==> config.mk <==
export PLATFORM = sky130hd
export DESIGN_NAME = blit_cmd_fetch_flat
export DESIGN_NICKNAME = d
export VERILOG_FILES = /design/src/rtl/blit_cmd_fetch_if.sv /design/src/rtl/blit_cmd_fetch.sv /design/src/flat_wrapper.sv
export SDC_FILE = /design/constraint.sdc
export NUM_CORES = 1
export LEC_CHECK = 0
export ABC_AREA = 1
export CAP_MARGIN = 20
export CORE_MARGIN = 2
export CORE_UTILIZATION = 38
export DETAILED_ROUTE_END_ITERATION = 7
export PLACE_DENSITY = 0.85
export SLEW_MARGIN = 20
export SYNTH_ARGS = -nofsm -noshare
export SYNTH_HDL_FRONTEND = slang
export SYNTH_SLANG_ARGS = --single-unit
==> constraint.sdc <==
create_clock -name CCLK -period 1.3 [get_ports CCLK]
set_input_delay 0.26 -clock CCLK [delete_from_list [all_inputs] [get_ports CCLK]]
set_output_delay 0.26 -clock CCLK [all_outputs]
set_load 0.005 [all_outputs]
==> src/rtl/blit_cmd_fetch_if.sv <==
// Blitter command fetch bus bundle.
// Groups the outer-loop request/done signals, the memory-read handshake and
// the parameter-register write port of blit_cmd_fetch.
//   slave  : the fetch responder (blit_cmd_fetch)
//   master : the surrounding outer loop / memory / parameter registers
interface blit_cmd_fetch_if;
   logic       RDCMD;
   logic       RDPAR;
   logic       RDACK;
   logic [7:0] RDDATA;
   logic       RDREQ;
   logic       CPINC;
   logic [7:0] CMDREG;
   logic       PARRD;
   logic       DSTUP;
   logic       SRCUP;
   logic       PARWR;
   logic [1:0] PARIDX;
   logic [7:0] PARDAT;
   logic       COMDN;
   logic       PARDN;
   logic       BUSY;

   modport slave (
      input  RDCMD, RDPAR, RDACK, RDDATA,
      output RDREQ, CPINC, CMDREG, PARRD, DSTUP, SRCUP,
             PARWR, PARIDX, PARDAT, COMDN, PARDN, BUSY
   );

   modport master (
      output RDCMD, RDPAR, RDACK, RDDATA,
      input  RDREQ, CPINC, CMDREG, PARRD, DSTUP, SRCUP,
             PARWR, PARIDX, PARDAT, COMDN, PARDN, BUSY
   );
endinterface

==> src/rtl/blit_cmd_fetch.sv <==
// Blitter command/parameter fetch responder.
// Serves RDCMD (one command byte) and RDPAR (four parameter bytes) requests
// from the outer loop by reading bytes over the RDREQ/RDACK handshake.
// Ports:
//   CCLK   - clock, rising edge
//   SRESET - synchronous reset, active high
//   bus    - blit_cmd_fetch_if.slave: requests, memory read handshake,
//            command register/flags, parameter write strobe, done pulses
// All pulses and captured data appear the cycle after the acknowledge.
module blit_cmd_fetch (
   input logic               CCLK,
   input logic               SRESET,
   blit_cmd_fetch_if.slave   bus
);

   typedef enum logic [2:0] {
      S_IDLE = 3'd0,
      S_CMD  = 3'd1,
      S_PAR0 = 3'd2,
      S_PAR1 = 3'd3,
      S_PAR2 = 3'd4,
      S_PAR3 = 3'd5
   } state_t;

   state_t     state_q, state_d;
   logic [7:0] cmdreg_q, cmdreg_d;
   logic [7:0] pardat_q, pardat_d;
   logic [1:0] paridx_q, paridx_d;
   logic       cpinc_q, cpinc_d;
   logic       parwr_q, parwr_d;
   logic       comdn_q, comdn_d;
   logic       pardn_q, pardn_d;

   always_ff @(posedge CCLK) begin
      if (SRESET) begin
         state_q  <= S_IDLE;
         cmdreg_q <= 8'h00;
         pardat_q <= 8'h00;
         paridx_q <= 2'd0;
         cpinc_q  <= 1'b0;
         parwr_q  <= 1'b0;
         comdn_q  <= 1'b0;
         pardn_q  <= 1'b0;
      end else begin
         state_q  <= state_d;
         cmdreg_q <= cmdreg_d;
         pardat_q <= pardat_d;
         paridx_q <= paridx_d;
         cpinc_q  <= cpinc_d;
         parwr_q  <= parwr_d;
         comdn_q  <= comdn_d;
         pardn_q  <= pardn_d;
      end
   end

   // Parameter byte being fetched in the current PARk state.
   logic [1:0] par_k;

   always_comb begin
      state_d  = state_q;
      cmdreg_d = cmdreg_q;
      pardat_d = pardat_q;
      paridx_d = paridx_q;
      cpinc_d  = 1'b0;
      parwr_d  = 1'b0;
      comdn_d  = 1'b0;
      pardn_d  = 1'b0;
      par_k    = 2'd0;

      unique case (state_q)
         S_IDLE: begin
            // RDCMD wins a tie; a simultaneous RDPAR is dropped.
            if (bus.RDCMD)      state_d = S_CMD;
            else if (bus.RDPAR) state_d = S_PAR0;
         end
         S_CMD: begin
            if (bus.RDACK) begin
               cmdreg_d = bus.RDDATA;
               cpinc_d  = 1'b1;
               comdn_d  = 1'b1;
               state_d  = S_IDLE;
            end
         end
         S_PAR0, S_PAR1, S_PAR2, S_PAR3: begin
            unique case (state_q)
               S_PAR0:  par_k = 2'd0;
               S_PAR1:  par_k = 2'd1;
               S_PAR2:  par_k = 2'd2;
               default: par_k = 2'd3;
            endcase
            if (bus.RDACK) begin
               pardat_d = bus.RDDATA;
               paridx_d = par_k;
               parwr_d  = 1'b1;
               cpinc_d  = 1'b1;
               if (state_q == S_PAR3) begin
                  pardn_d = 1'b1;
                  state_d = S_IDLE;
               end else begin
                  state_d = state_t'(state_q + 3'd1);
               end
            end
         end
         default: state_d = S_IDLE;
      endcase
   end

   // Request and busy are pure decodes of the registered state, so there is
   // no combinational path from RDACK to RDREQ.
   assign bus.RDREQ  = (state_q != S_IDLE);
   assign bus.BUSY   = (state_q != S_IDLE);
   assign bus.CPINC  = cpinc_q;
   assign bus.CMDREG = cmdreg_q;
   assign bus.PARRD  = cmdreg_q[7];
   assign bus.DSTUP  = cmdreg_q[6];
   assign bus.SRCUP  = cmdreg_q[5];
   assign bus.PARWR  = parwr_q;
   assign bus.PARIDX = paridx_q;
   assign bus.PARDAT = pardat_q;
   assign bus.COMDN  = comdn_q;
   assign bus.PARDN  = pardn_q;

endmodule

==> src/flat_wrapper.sv <==
// flat-port wrapper written by rule: the top's interface ports become plain ports
module blit_cmd_fetch_flat 
  (CCLK, SRESET, bus_RDCMD, bus_RDPAR, bus_RDACK, bus_RDDATA, bus_RDREQ, bus_CPINC, bus_CMDREG, bus_PARRD, bus_DSTUP, bus_SRCUP, bus_PARWR, bus_PARIDX, bus_PARDAT, bus_COMDN, bus_PARDN, bus_BUSY);
  blit_cmd_fetch_if bus_i ();
  input logic CCLK;
  input logic SRESET;
  input wire logic [$bits(bus_i.RDCMD)-1:0] bus_RDCMD;
  input wire logic [$bits(bus_i.RDPAR)-1:0] bus_RDPAR;
  input wire logic [$bits(bus_i.RDACK)-1:0] bus_RDACK;
  input wire logic [$bits(bus_i.RDDATA)-1:0] bus_RDDATA;
  output wire logic [$bits(bus_i.RDREQ)-1:0] bus_RDREQ;
  output wire logic [$bits(bus_i.CPINC)-1:0] bus_CPINC;
  output wire logic [$bits(bus_i.CMDREG)-1:0] bus_CMDREG;
  output wire logic [$bits(bus_i.PARRD)-1:0] bus_PARRD;
  output wire logic [$bits(bus_i.DSTUP)-1:0] bus_DSTUP;
  output wire logic [$bits(bus_i.SRCUP)-1:0] bus_SRCUP;
  output wire logic [$bits(bus_i.PARWR)-1:0] bus_PARWR;
  output wire logic [$bits(bus_i.PARIDX)-1:0] bus_PARIDX;
  output wire logic [$bits(bus_i.PARDAT)-1:0] bus_PARDAT;
  output wire logic [$bits(bus_i.COMDN)-1:0] bus_COMDN;
  output wire logic [$bits(bus_i.PARDN)-1:0] bus_PARDN;
  output wire logic [$bits(bus_i.BUSY)-1:0] bus_BUSY;
  assign bus_i.RDCMD = bus_RDCMD;
  assign bus_i.RDPAR = bus_RDPAR;
  assign bus_i.RDACK = bus_RDACK;
  assign bus_i.RDDATA = bus_RDDATA;
  assign bus_RDREQ = bus_i.RDREQ;
  assign bus_CPINC = bus_i.CPINC;
  assign bus_CMDREG = bus_i.CMDREG;
  assign bus_PARRD = bus_i.PARRD;
  assign bus_DSTUP = bus_i.DSTUP;
  assign bus_SRCUP = bus_i.SRCUP;
  assign bus_PARWR = bus_i.PARWR;
  assign bus_PARIDX = bus_i.PARIDX;
  assign bus_PARDAT = bus_i.PARDAT;
  assign bus_COMDN = bus_i.COMDN;
  assign bus_PARDN = bus_i.PARDN;
  assign bus_BUSY = bus_i.BUSY;
  blit_cmd_fetch u_core (.CCLK(CCLK), .SRESET(SRESET), .bus(bus_i));
endmodule
# Word-level counts from Yosys, hierarchy flattened
# Index checks and enable logic that the tools add are counted.
# classes
n_mux	9
bitwise	4
add_sub_neg	1
n_reduce_logical	11
eq_ne	8
# op_table
op	n
$mux 3	5
$pmux 3 s3	1
$eq 3x2->1 const B	2
$eq 3x3->1 const B	2
$pmux 2 s3	1
$reduce_or 2->1	3
$reduce_or 5->1	1
$ne 2x2->1 const B	2
$not 1->1	4
$reduce_and 2->1	2
$reduce_or 4->1	1
$add 3x1->3 const B	1
$eq 3x1->1 const B	1
$logic_not 3->1	1
$ne 3x3->1 const B	1
$reduce_and 3->1	1
$reduce_bool 3->1	1
$reduce_or 3->1	1
$mux 1	2
# totals
reg_bits	25

# Logic depth before layout (Yosys ltp)
# Gate-level depths: netlist of run 1.
# depth
depth_word	4
mapped_depth	8
mapped_depth_nobuf	8

# Worst setup path before layout of run 1
# OpenSTA, ideal clock, no wires.
# synth_path
kind	register -> register
start	reg u_core.state_q[2]
end	reg u_core.state_q[2]
path_buffers	0
required_ps	1236
t_arrival_ps	1299
setup_time_ps	64
path_stages_with_launch	7
path_slack_ps	-63
cell_sequence	dfxtp_1 -> inv_1 -> ha_1 -> or2_2 -> nor2_1 -> nor2_1 -> nor2_1
# synth_via
elab_chain_cells	4
# synth_lines
element	line_no	text
start, declared	blit_cmd_fetch.sv:25	state_t state_q, state_d;
start signal, assigned	blit_cmd_fetch.sv:45	state_q <= state_d;
$add 3x1->3, or another cell as far along	blit_cmd_fetch.sv:100	state_d = state_t'(state_q + 3'd1);
$mux 3 or $reduce_or 4->1 (tied branches)	blit_cmd_fetch.sv:96, blit_cmd_fetch.sv:70	
$mux 3 or $ne 2x2->1 (tied branches)	-	
$pmux 3 s3 or $reduce_and 3->1 (tied branches)	-	
# Several ways; a longest one is shown, not always the timed one. The select of a mux whose other input is x is not followed.
# A chain may end at the register's enable or synchronous reset.

# Worst setup path in the final report of run 1
# layout_path
start	reg u_core.state_q[1]
end	reg u_core.paridx_q[1], in the netlist u_core.bus.PARIDX[1]
# layout_via
elab_chain_cells	3
# layout_lines
element	line_no	text
$eq 3x2->1, or another cell as far along	blit_cmd_fetch.sv:70, blit_cmd_fetch.sv:85	
$reduce_or 4->1	blit_cmd_fetch.sv:70	unique case (state_q)
$reduce_and 2->1 (no line)	-	
end signal, assigned	blit_cmd_fetch.sv:48	paridx_q <= paridx_d;
end, declared	blit_cmd_fetch.sv:28	logic [1:0] paridx_q, paridx_d;
# Several ways; a longest one is shown, not always the timed one.

==> results of run 1 <==
## kinds of logic after synthesis
kind of cell / Yosys count / synth area share, %
AND/OR/NAND/NOR: 51 / 23.42
flip-flops: 25 / 47.79
AO/OA/AOI/OAI: 31 / 14.81
buffers and inverters: 25 / 11.59
adder cells (fa/ha/maj): 2 / 2.389
## per-stage QoR
step | std cells | utilization [%] | TNS, ns | worst slack (ns) | cell area, µm²
final | 222 | 63.25 | -0.6035 | -0.1040 | 1699
after detailed placement | 204 | 55.57 | -2.872 | -0.1559 | 1493
after floorplan | 134 | - | 0 | 0.02271 | 1061
after global routing | 222 | 63.25 | -1.544 | -0.1603 | 1699
after global placement | 204 | 55.57 | -1.900 | -0.09692 | 1493
after CTS | 220 | 61.53 | -0.06892 | -0.03552 | 1653
## synth_stat cells, drive strengths merged
library cell / instances
nor2: 31
dfxtp: 25
o21ai: 20
inv: 17
a21oi: 11
nand2: 11
buf: 7
nand3: 5
ha: 2
nor3: 2
and2: 1
clkbuf: 1
or2: 1
## repair_timing
item,in CTS,in global routing
gates resized for setup,70,14
setup buffers,12,3
pin swaps,13,10
endpoints found under the setup margin,39,17
## state kept, by name, summed over array words and instances (netlist names)
signal	cells
u_core.bus.PARIDX	2
u_core.bus.COMDN	1
u_core.bus.CPINC	1
u_core.state_q	3
u_core.bus.PARDN	1
u_core.bus.PARDAT	8
u_core.bus.PARWR	1
u_core.bus.CMDREG	8
## worst min-delay path, stage by stage, from the launching register on
cell and delay (ns):
dfxtp_2 0.35, inv_1 0.04, a21oi_1 0.05
## per-layer routing
layer / global-route usage, % / wire length (µm) / up-vias
met5: 0 / 0 / -
met4: 7.483 / 69 / 0
met3: 2.074 / 121 / 8
met2: 28.90 / 1344 / 31
met1: 20.63 / 1142 / 479
li1: - / - / 536
## final cells by class
class	instances	share of cell area, %
clock inverters	1	0.4418
clock buffers	3	1.325
repair buffers	61	31.52
multi-input cells	84	29.23
well taps	31	2.283
inverters	17	3.903
flip-flops and latches	25	31.30
## worst paths after layout
| check | cells after the start | to | slack, ns | from |
|---|---|---|---|---|
| max | 6 | u_core.bus.PARIDX[1] | -0.10 | u_core.state_q[1] |
| min | 2 | u_core.bus.CMDREG[4] | 0.45 | u_core.bus.CMDREG[4] |
| max reg2reg | 6 | u_core.bus.PARIDX[1] | -0.10 | u_core.state_q[1] |
| min reg2reg | 2 | u_core.bus.CMDREG[4] | 0.45 | u_core.bus.CMDREG[4] |
## power breakdown
group	leakage, µW	total (µW)	switching [µW]	internal (µW)
logic	0.000593	1860	904	959
registers	0.000214	1160	129	1030
clock network	0.0000139	351	234	118
total	0.000820	3370	1270	2100
==> results.py, run 1 <==
metrics = {
    "final_layout": {
        "nets": 207,
        "nFillCells": 223,
        "diodes": 0,
        "mostFrequentLayoutCells": "nor2_1, dlygate4sd2_1, dfxtp_2",
        "final_common_cell": "nor2_1",
        "syn_to_final_growth_pct": 62.25,
        "drive_gt1_share_pct": 38.22,
        "multi_input_comb_area_um2": 496.7,
        "layout.area.seq_um2": 531.8,
    },
    "clock_network": {
        "htreeDepth": 1,
        "cts_made_buffers": 3,
        "cts_tree": "built",
        "clkSinkCount": 25,
        "ctsHoldBuffers": 0,
        "cts_root_buffer": "clkbuf_4",
        "clock_latency_ns": 0.32,
        "clockBufferDepth": 2,
        "clk_pin_slew_ns": 0.14,
    },
    "pwr": {
        "peakVddDrop_v": 0.001046,
        "leakagePower_uw": 0.0008205,
        "power_uw": 3370,
        "pwr_density_cell_mw_per_mm2": 1984,
    },
    "timing": {
        "max_freq_mhz": 712.2,
        "hold_viol": 0,
        "rsz0062_at_grt": "true",
        "finalCritPeriodShare_pct": 108.0,
        "fin_crit_ns": 1.404,
        "slew_viol_final": 0,
        "setup_viol": 15,
        "worstMarginPinSlew_ns": 0.5039,
        "finalWorstSetupSlack_ns": -0.1040,
        "clock_skew_ns": 0.01020,
        "relSlewSlack_pct": 66.37,
        "timing.hold.ws_ns": 0.4541,
    },
    "logic_synthesis": {
        "synth_nets": 149,
        "yosysTopAreaCell": "dfxtp_1",
        "ys_types": 21,
        "synthCells": 134,
        "yosys-top-cells-area": "dfxtp_1, nor2_1, o21ai_0",
        "ys_seq_area_share_pct": 47.79,
        "netlist_area_mm2": 0.001047,
        "netlist.area_leader.share_pct": 47.79,
        "yosysWarnings": 0,
        "ys_ff_latch": 25,
        "avgSynthCellArea_um2": 7.815,
    },
    "worst_setup_path": {
        "cp_cell_sequence": "buf_6, ha_4, nor2_4, buf_4, o21ai_0, a21oi_1",
        "crit_type": "reg -> reg",
        "arrival_ns": 1.66,
        "slowest_delay_ns": 0.38,
        "cp_max_fo": 5,
        "crit_family": "flip-flops",
        "worstPathRequired_ns": 1.55,
        "critPathCaptureType": "flop",
        "slowest_stage": "dfxtp_4",
        "path_buf_inv": 2,
        "start_kind": "flop",
    },
    "grt": {
        "antenna_found_initial": 0,
        "grt_overflow_total": 0,
        "grt_pass1_vias": 1005,
        "grt_pass1_wl_um": 4298,
        "grt_util_all_layers_pct": 16.75,
        "grt_max_degree": 22,
    },
    "floorplan": {
        "core_mm2": 0.002686,
        "start_util_pct": 38.98,
        "fp-row-count": 19,
        "die_w_um": 56.50,
        "die_h_um": 56.50,
        "die_area_mm2": 0.003192,
        "boundaryPins": 40,
    },
    "detailed_routing": {
        "wl_um": 2677,
        "wire_per_inst_um": 12.06,
        "initialDrtViolationCount": 16,
        "drcViolationCount": 0,
        "vias_per_cell": 4.748,
        "num_vias": 1054,
        "firstDrtPassIters": 4,
        "ant_nets": 0,
    },
    "status": {
        "status": "complete, but fails checks",
        "violations": "setup timing",
    },
    "placed_design": {
        "gp_congestion": 0.7885,
        "post-dp-hpwl_um": 1836,
        "io_buffers": 39,
    },
    "hold_path": {
        "hold_class": "reg -> reg",
    },
    "job": {
        "drv_cap": 0,
    },
}
(Power assumes the default switching activity.)
==> run 2: changes to the inputs <==
--- a/config.mk
+++ b/config.mk
@@ -10,7 +10,7 @@
 export CORE_MARGIN = 2
 export CORE_UTILIZATION = 38
 export DETAILED_ROUTE_END_ITERATION = 7
-export PLACE_DENSITY = 0.85
+export PLACE_DENSITY_LB_ADDON = 0.1
 export SLEW_MARGIN = 20
 export SYNTH_ARGS = -nofsm -noshare
 export SYNTH_HDL_FRONTEND = slang
==> results.py, run 2 (synthesis results as in run 1) <==
metrics = {
    "floorplan": {
        "start_util_pct": 38.98,
        "die_w_um": 56.50,
        "die_area_mm2": 0.003192,
        "die_h_um": 56.50,
        "fp-row-count": 19,
        "boundaryPins": 40,
        "core_mm2": 0.002686,
    },
    "detailed_routing": {
        "wire_per_inst_um": 12.05,
        "initialDrtViolationCount": 21,
        "drcViolationCount": 0,
        "firstDrtPassIters": 4,
        "wl_um": 2663,
        "ant_nets": 0,
        "vias_per_cell": 4.692,
        "num_vias": 1037,
    },
    "clock_network": {
        "clock_latency_ns": 0.32,
        "ctsHoldBuffers": 0,
        "cts_root_buffer": "clkbuf_4",
        "cts_tree": "built",
        "cts_made_buffers": 3,
        "clk_pin_slew_ns": 0.14,
        "clockBufferDepth": 2,
        "clkSinkCount": 25,
        "htreeDepth": 1,
    },
    "worst_setup_path": {
        "rr_startpoint": "u_core.state_q[1]",
        "worst-r2r-cell-count": 6,
        "timing.rr.end": "u_core.bus.PARIDX[1]",
        "critPathCaptureType": "flop",
        "critPathCapture": "u_core.bus.PARIDX[1]",
        "arrival_ns": 1.66,
        "crit_type": "reg -> reg",
        "crit_start": "u_core.state_q[1]",
        "r2r_slack_ns": -0.12,
        "worstPathRequired_ns": 1.54,
        "cp_max_fo": 5,
        "start_kind": "flop",
    },
    "status": {
        "status": "complete, but fails checks",
        "violations": "setup timing",
    },
    "final_layout": {
        "nFillCells": 248,
        "nets": 206,
        "final_common_cell": "nor2_1",
        "diodes": 0,
        "syn_to_final_growth_pct": 62.60,
        "mostFrequentLayoutCells": "nor2_1, dlygate4sd2_1, dfxtp_2",
        "drive_gt1_share_pct": 39.47,
    },
    "grt": {
        "grt_pass1_wl_um": 4312,
        "grt_max_degree": 22,
        "grt-busiest-layer": "met2",
        "antenna_found_initial": 0,
        "met1_usage_pct": 21.81,
        "grtUsageMet2_pct": 29.07,
        "grt_pass1_vias": 999,
        "use_met3_pct": 4.378,
        "grt_util_all_layers_pct": 17.19,
        "grt_overflow_total": 0,
    },
    "timing": {
        "rsz0062_at_grt": "true",
        "max_freq_mhz": 705.8,
        "setup_viol": 12,
        "hold_viol": 0,
        "relSlewSlack_pct": 62.29,
        "clock_skew_ns": 0.008370,
        "fin_crit_ns": 1.417,
        "worstMarginPinSlew_ns": 0.5651,
        "finalCritPeriodShare_pct": 109.0,
        "finalWorstSetupSlack_ns": -0.1168,
        "slew_viol_final": 0,
    },
    "placed_design": {
        "post-dp-hpwl_um": 1886,
        "io_buffers": 39,
        "dp_slack_ns": -0.1917,
        "gp_congestion": 0.7401,
    },
    "pwr": {
        "leakagePower_uw": 0.0008083,
        "pwr-share-seq_pct": 35.1,
        "p_clk_share_pct": 10.7,
        "pwr_density_cell_mw_per_mm2": 1918,
        "power.switching_uw": 1221,
        "combPwrFrac_pct": 54.2,
        "internal_power_uw": 2046,
        "peakVddDrop_v": 0.001538,
        "swShare_pct": 37.37,
        "power_uw": 3266,
    },
    "job": {
        "drv_cap": 0,
    },
    "hold_path": {
        "hold_class": "reg -> reg",
        "whs_path_depth": 2,
    },
}
run 2: area by class of cell:
type / count / area (µm²) / share of cell area, %
clock buffer: 3 / 22.52 / 1.323
clock inverter: 1 / 7.507 / 0.4409
inverter: 17 / 66.31 / 3.894
multi-input combinational: 84 / 498.0 / 29.24
sequential: 25 / 531.8 / 31.23
tap: 31 / 38.79 / 2.278
timing repair buffer: 60 / 538.0 / 31.59
run 2: how the worst min path moves through the flow:
stage | start | endpoint | slack, ns
after global placement | u_core.bus.CMDREG[0] | u_core.bus.CMDREG[0] | 0.44
after CTS | u_core.bus.CMDREG[2] | u_core.bus.CMDREG[2] | 0.46
after detailed placement | u_core.bus.CMDREG[2] | u_core.bus.CMDREG[2] | 0.44
after floorplan | SRESET | u_core.bus.CPINC | 0.33
final | u_core.bus.CMDREG[2] | u_core.bus.CMDREG[2] | 0.46
after global routing | u_core.bus.CMDREG[4] | u_core.bus.CMDREG[4] | 0.48
run 2: per-layer routing:
metal  routed length, µm  share of wire, %
met1                1194                45
met2                1310                49
met3                 140               5.3
met4                  17              0.64
met5                   0                 0
run 2: power by group through the flow:
stage / clock network, µW / logic [µW] / registers [µW]
after floorplan: 0 / 775 / 1150
after global placement: 0 / 1540 / 1130
after detailed placement: 0 / 1570 / 1140
after CTS: 362 / 1650 / 1140
after global routing: 394 / 1960 / 1170
final: 350 / 1770 / 1150
run 2: what timing repair did:
action / 4_1_cts / 5_1_grt
cloned: 0 / 0
pin swaps: 8 / 8
setup buffers: 7 / 2
setup endpoints to repair: 35 / 24
gates resized for setup: 69 / 17
run 2: worst max-delay path: stages (launching register included):
cell     delay (ns)
dfxtp_4        0.38
buf_6          0.13
ha_4           0.26
nor2_4         0.15
buf_6          0.14
o21ai_0        0.09
a21oi_1        0.18
run 2: through the flow:
stage	hold slack (ns)	std cells	utilization (%)	setup TNS [ns]	area [µm²]
2_1_floorplan	0.3291	134	-	0	1061
3_3_place_gp	0.4352	208	56.68	-2.393	1523
3_5_place_dp	0.4422	208	56.68	-2.847	1523
4_1_cts	0.4558	219	61.39	-0.3834	1649
5_1_grt	0.4789	221	63.39	-1.943	1703
6_report	0.4559	221	63.39	-0.3859	1703
